File: config.mk
export PLATFORM = sky130hd
export DESIGN_NAME = seq_detector_flat
export DESIGN_NICKNAME = d
export VERILOG_FILES = /design/src/rtl/seq_detector_if.sv /design/src/rtl/seq_detector.sv /design/src/flat_wrapper.sv
export SDC_FILE = /design/constraint.sdc
export NUM_CORES = 1
export LEC_CHECK = 0
export BUFFER_PORTS_ARGS = -buffer_cell sky130_fd_sc_hd__buf_2
export CORE_MARGIN = 2
export CORE_UTILIZATION = 52
export DETAILED_ROUTE_END_ITERATION = 10
export PLACE_DENSITY_LB_ADDON = 0.08
export SLEW_MARGIN = 30
export SYNTH_ARGS = -nofsm -noshare
export SYNTH_HDL_FRONTEND = slang
export SYNTH_SLANG_ARGS = --single-unit
export TNS_END_PERCENT = 50
File: constraint.sdc
create_clock -name clk -period 4.67 [get_ports clk]
set_input_delay 0 -clock clk [delete_from_list [all_inputs] [get_ports clk]]
set_output_delay 0 -clock clk [all_outputs]
set_load 0.02 [all_outputs]
File: src/rtl/seq_detector_if.sv
// Serial detector bus: stream bit, valid strobe, pattern-load controls and the match pulse.
interface seq_detector_if #(
  parameter int unsigned PAT_W = 4
);
  logic             x;
  logic             x_vld;
  logic [PAT_W-1:0] pattern;
  logic             overlap;
  logic             pat_load;
  logic             y;

  modport master (output x, x_vld, pattern, overlap, pat_load, input y);
  modport slave  (input x, x_vld, pattern, overlap, pat_load, output y);
endinterface

File: src/rtl/seq_detector.sv
// Parametrised serial bit-sequence detector with overlap/non-overlap modes and a registered match pulse.
// Optional saturating match counter enabled by `define SEQDET_MATCH_CNT_EN.
module seq_detector #(
  parameter int unsigned PAT_W = 4,
  parameter int unsigned CNT_W = 8
) (
  input logic           clk,
  input logic           rst_n,
  seq_detector_if.slave bus
`ifdef SEQDET_MATCH_CNT_EN
  ,
  output logic [CNT_W-1:0] match_cnt
`endif
);

  if (PAT_W < 2 || PAT_W > 32 || CNT_W < 1) begin : g_bad_param
    $error("seq_detector: PAT_W must be 2..32 and CNT_W at least 1");
  end

  localparam int unsigned FW = $clog2(PAT_W + 1);
  localparam logic [FW-1:0] FILL_LAST = FW'(PAT_W - 1);
  localparam logic [FW-1:0] FILL_FULL = FW'(PAT_W);

  typedef enum logic [1:0] {IDLE, FILL, HUNT} state_t;

  state_t           state;
  logic [PAT_W-1:0] pat_q;
  logic             ovl_q;
  logic [PAT_W-1:0] hist;
  logic [FW-1:0]    fill;
  logic [PAT_W-1:0] hist_nxt;
  logic             hit;

  // A compare only counts once PAT_W bits have arrived since the last arm.
  always_comb begin
    hist_nxt = {hist[PAT_W-2:0], bus.x};
    hit      = 1'b0;
    if (bus.x_vld && !bus.pat_load && (hist_nxt == pat_q))
      hit = (state == HUNT) || ((state == FILL) && (fill == FILL_LAST));
  end

  always_ff @(posedge clk) begin
    if (!rst_n) begin
      state <= IDLE;
      pat_q <= '0;
      ovl_q <= 1'b0;
      hist  <= '0;
      fill  <= '0;
      bus.y <= 1'b0;
    end else begin
      bus.y <= hit;
      if (bus.pat_load) begin
        pat_q <= bus.pattern;
        ovl_q <= bus.overlap;
        hist  <= '0;
        fill  <= '0;
        state <= FILL;
      end else if (bus.x_vld) begin
        case (state)
          FILL: begin
            if (fill == FILL_LAST) begin
              if (hit && !ovl_q) begin
                hist <= '0;
                fill <= '0;
              end else begin
                hist  <= hist_nxt;
                fill  <= FILL_FULL;
                state <= HUNT;
              end
            end else begin
              hist <= hist_nxt;
              fill <= fill + 1'b1;
            end
          end
          HUNT: begin
            if (hit && !ovl_q) begin
              hist  <= '0;
              fill  <= '0;
              state <= FILL;
            end else begin
              hist <= hist_nxt;
            end
          end
          default: ;
        endcase
      end
    end
  end

`ifdef SEQDET_MATCH_CNT_EN
  always_ff @(posedge clk) begin
    if (!rst_n || bus.pat_load)
      match_cnt <= '0;
    else if (hit && (match_cnt != '1))
      match_cnt <= match_cnt + 1'b1;
  end
`endif

endmodule

File: src/flat_wrapper.sv
// flat-port wrapper written by rule: the top's interface ports become plain ports
module seq_detector_flat 
#(
  parameter int unsigned PAT_W = 4,
  parameter int unsigned CNT_W = 8
)
  (clk, rst_n, bus_x, bus_x_vld, bus_pattern, bus_overlap, bus_pat_load, bus_y);
  seq_detector_if #(.PAT_W(PAT_W)) bus_i ();
  input logic clk;
  input logic rst_n;
  input wire logic [$bits(bus_i.x)-1:0] bus_x;
  input wire logic [$bits(bus_i.x_vld)-1:0] bus_x_vld;
  input wire logic [$bits(bus_i.pattern)-1:0] bus_pattern;
  input wire logic [$bits(bus_i.overlap)-1:0] bus_overlap;
  input wire logic [$bits(bus_i.pat_load)-1:0] bus_pat_load;
  output wire logic [$bits(bus_i.y)-1:0] bus_y;
  assign bus_i.x = bus_x;
  assign bus_i.x_vld = bus_x_vld;
  assign bus_i.pattern = bus_pattern;
  assign bus_i.overlap = bus_overlap;
  assign bus_i.pat_load = bus_pat_load;
  assign bus_y = bus_i.y;
  seq_detector #(.PAT_W(PAT_W), .CNT_W(CNT_W)) u_core (.clk(clk), .rst_n(rst_n), .bus(bus_i));
endmodule
==> impl_results.md <==
* Outcome: completed
* Setup TNS at 0 ns
* Vias in the first global route at 527
* DRC at 0
* Final Cycle Share at 36.6%
* Synth Area in Adders at 5.20%
* Largest net degree at the start of global routing at 11
* DR WL met2 at 660 um
* Worst Path Arrival at 1.88 ns
* Post-synth top cells: 14 x dfxtp_1, 9 x nand2_1, 8 x nor2b_1
* Worst slew margin at 75.3%
* Area Overhead vs Synth at 19.4%
* Grt ovf at 0
* Max_cap viols at 0
* First-pass GRT wire length at 2150 um
* Final slew viol count at 0
* Final net count at 110
* Post-cts resize count at 0
* CP Cell Sequence: inv_1 -> ha_1 -> nand3b_1 -> nor3b_1 -> o211ai_1 -> o311a_1
* Synth warn at 0
* Net Count, Synth at 90
* PnR worst setup slack at 2.96 ns
* Count leader, synth: dfxtp_1
* Cell Pwr Density at 261 nW/um^2
* Vert. Die Dim at 41.3 um
* Min-delay worst type: input port to flop
* Simple-gate share of the synthesized area at 25.3%
* Critical Path End Type: flop
* Min cycle time layout at 1.71 ns
* CP Launch Type: flop
* Worst-margin pin slew at 0.369 ns
* Metal-1 WL at 641 um
* Via count at 586
* DRT antenna net count at 0
* Post-Syn Instances at 77
* Peak supply drop at 0.150 mV
* Clk sinks at 14
* Final hold vios at 0
* Clk_lat worst skew at 0.27 ns
* Post-synthesis mux area share at 6.93%
* CP peak stage delay at 0.39 ns
* FP Rows at 13
* R2R Setup Slk at 2.96 ns
* Pleak at 0.342 nW
* Slowest-stage cell, CP: nor3b_1
* Crit Path Max Fanout at 6
* Initial core utilization at 55.5%
* CTS tree: yes
* Starting DRT DRC Count at 11
* Die area at 1700 sq um
* Ports at 11
* CTS Buf Count at 3
* Register area share after synthesis at 38.8%
* Register bit total from synthesis at 14
* PortBufs at 10
* CTS hold repair buffers at 6
* RSZ-0062 raised after global routing: false
* Xor/xnor share of the synthesized area at 4.85%
* Max layer used: met4
* Asr flop ratio synth at 0%
* Post-synth EDFFs at 0
* DR WL/cell at 12.6 um
* Synthesized area at 722 sq um
* Total core area at 1300 sq um
* Top post-synthesis cells by area: dfxtp_1 39%, mux2i_1 6.9%, nor2b_1 6.9%, ha_1 5.2%, xnor2_1 4.9%
* Clock skew at 0.00353 ns
* Yosys cell types at 29
* Clk buf depth at 2
* Compound-Gate Fraction of Synth Area at 15.8%
* Synth Flop Type: dfxtp_1
* Synth area leader: dfxtp_1
* Initial antenna violation count at 0
* H-Tree Depth at 1
* Met3 wire length at 74 um
* Fmax at 0.585 GHz
* Final wirelength at 1380 um
* Syn Area/Cell at 9.38 sq um
* Required @ worst endpoint at 4.84 ns
* Die width at 41.3 um
* CP Class: flop to flop
* GR Util All Layers at 19.9%
* Final setup viols at 0
* Largest family of logic cells by synthesized area: simple AND/OR/NAND/NOR gates
* Setup Buffers After CTS at 0
* RD Place Congestion at 0.848
* Synth top area share at 38.8%
* Drt pass-1 iters at 4
* Root buf cell: clkbuf_4
* Layout cells sized above 1 at 17.9%
* Setup slack at placement at 2.99 ns
* N_diodes at 0
* Clk slew on worst S/H paths at 0.08 ns
* Vias per std cell at 5.33
* Filler Cells Inserted at 117
area by class of cell:
class	instances	area [sq um]	share of cell area, %
clock buffer	3	22.5	2.61
inverter	3	11.3	1.31
multi-input combinational	59	419	48.6
sequential	14	280	32.5
tap	15	18.8	2.18
timing repair buffer	16	110	12.8
cells in the final DEF, fill, tap and decap left out:
cell type and count:
or4_4 1, dfxtp_1 14, nand2b_4 1, o21ai_1 3, a21oi_1 3, ha_1 3
o22ai_2 1, nor3_1 1, o21ai_0 2, nand4_1 1, o31ai_4 1, xnor2_1 4
or2b_1 1, nand2b_1 1, nor3b_1 1, inv_1 3, a211oi_1 1, o211ai_1 1
o311a_1 1, clkbuf_4 3, o2bb2ai_1 1, buf_2 10, o22ai_1 1, nor2_1 3
nand3_1 3, and2b_1 1, dlygate4sd3_1 6, mux2i_1 5, nor2b_1 8, nand2_1 9
nand3b_1 1
final timing paths:
check / startpoint / to / depth (start not counted)
worst max register to register: u_core.state[0]$_SDFFE_PN0P_ / u_core.state[0]$_SDFFE_PN0P_ / 6
worst min-delay path: bus_x_vld / u_core.bus.y$_SDFF_PN0_ / 3
worst max-delay path: u_core.state[0]$_SDFFE_PN0P_ / u_core.state[0]$_SDFFE_PN0P_ / 6
worst min register to register: u_core.hist[2]$_SDFFE_PP0P_ / u_core.hist[2]$_SDFFE_PP0P_ / 2
metal layers:
layer  up-vias  global-route usage (%)
met5         -                       0
met2        17                    32.0
met1       260                    23.3
li1        307                       -
met3         2                    7.07
met4         0                    9.68
critical path, delay by kind of cell, from the launching register on:
family | cells | cell delay [ns]
simple gates | 2 | 0.64
flops | 1 | 0.36
compound gates | 2 | 0.30
fa+ha+maj | 1 | 0.25
buf+inv | 1 | 0.05
metrics by stage:
step	instance area [sq um]	hold WS (ns)	power, W	utilization, %	instances
global placement	779	0.258	0.000156	59.9	101
CTS	862	0.0161	0.000227	66.3	110
detailed placement	779	0.262	0.000156	59.9	101
floorplan	722	0.128	0.000148	-	77
global route	862	0.0153	0.000236	66.3	110
finish	862	0.0284	0.000225	66.3	110
power by group:
part | leakage, nW | internal (W) | total (W) | switching [W]
clock network | 0.0138 | 0.0000299 | 0.0000672 | 0.0000373
registers | 0.114 | 0.000123 | 0.000125 | 0.00000256
logic | 0.214 | 0.0000161 | 0.0000320 | 0.0000160
cells by family (layout without fill, tap and decap cells):
kind of cell	count (synthesis)	in the layout
simple gates	32	32
mux	5	5
buf+inv	4	22
xor+xnor	4	4
fa+ha+maj	3	3
flops	14	14
compound gates	15	15
flip-flops by register name (all words and copies together) (netlist names):
| signal | count |
|---|---|
| u_core.bus.y | 1 |
| u_core.fill | 3 |
| u_core.hist | 3 |
| u_core.ovl_q | 1 |
| u_core.pat_q | 4 |
| u_core.state | 2 |
No activity file was read; power rests on OpenSTA's default activity.
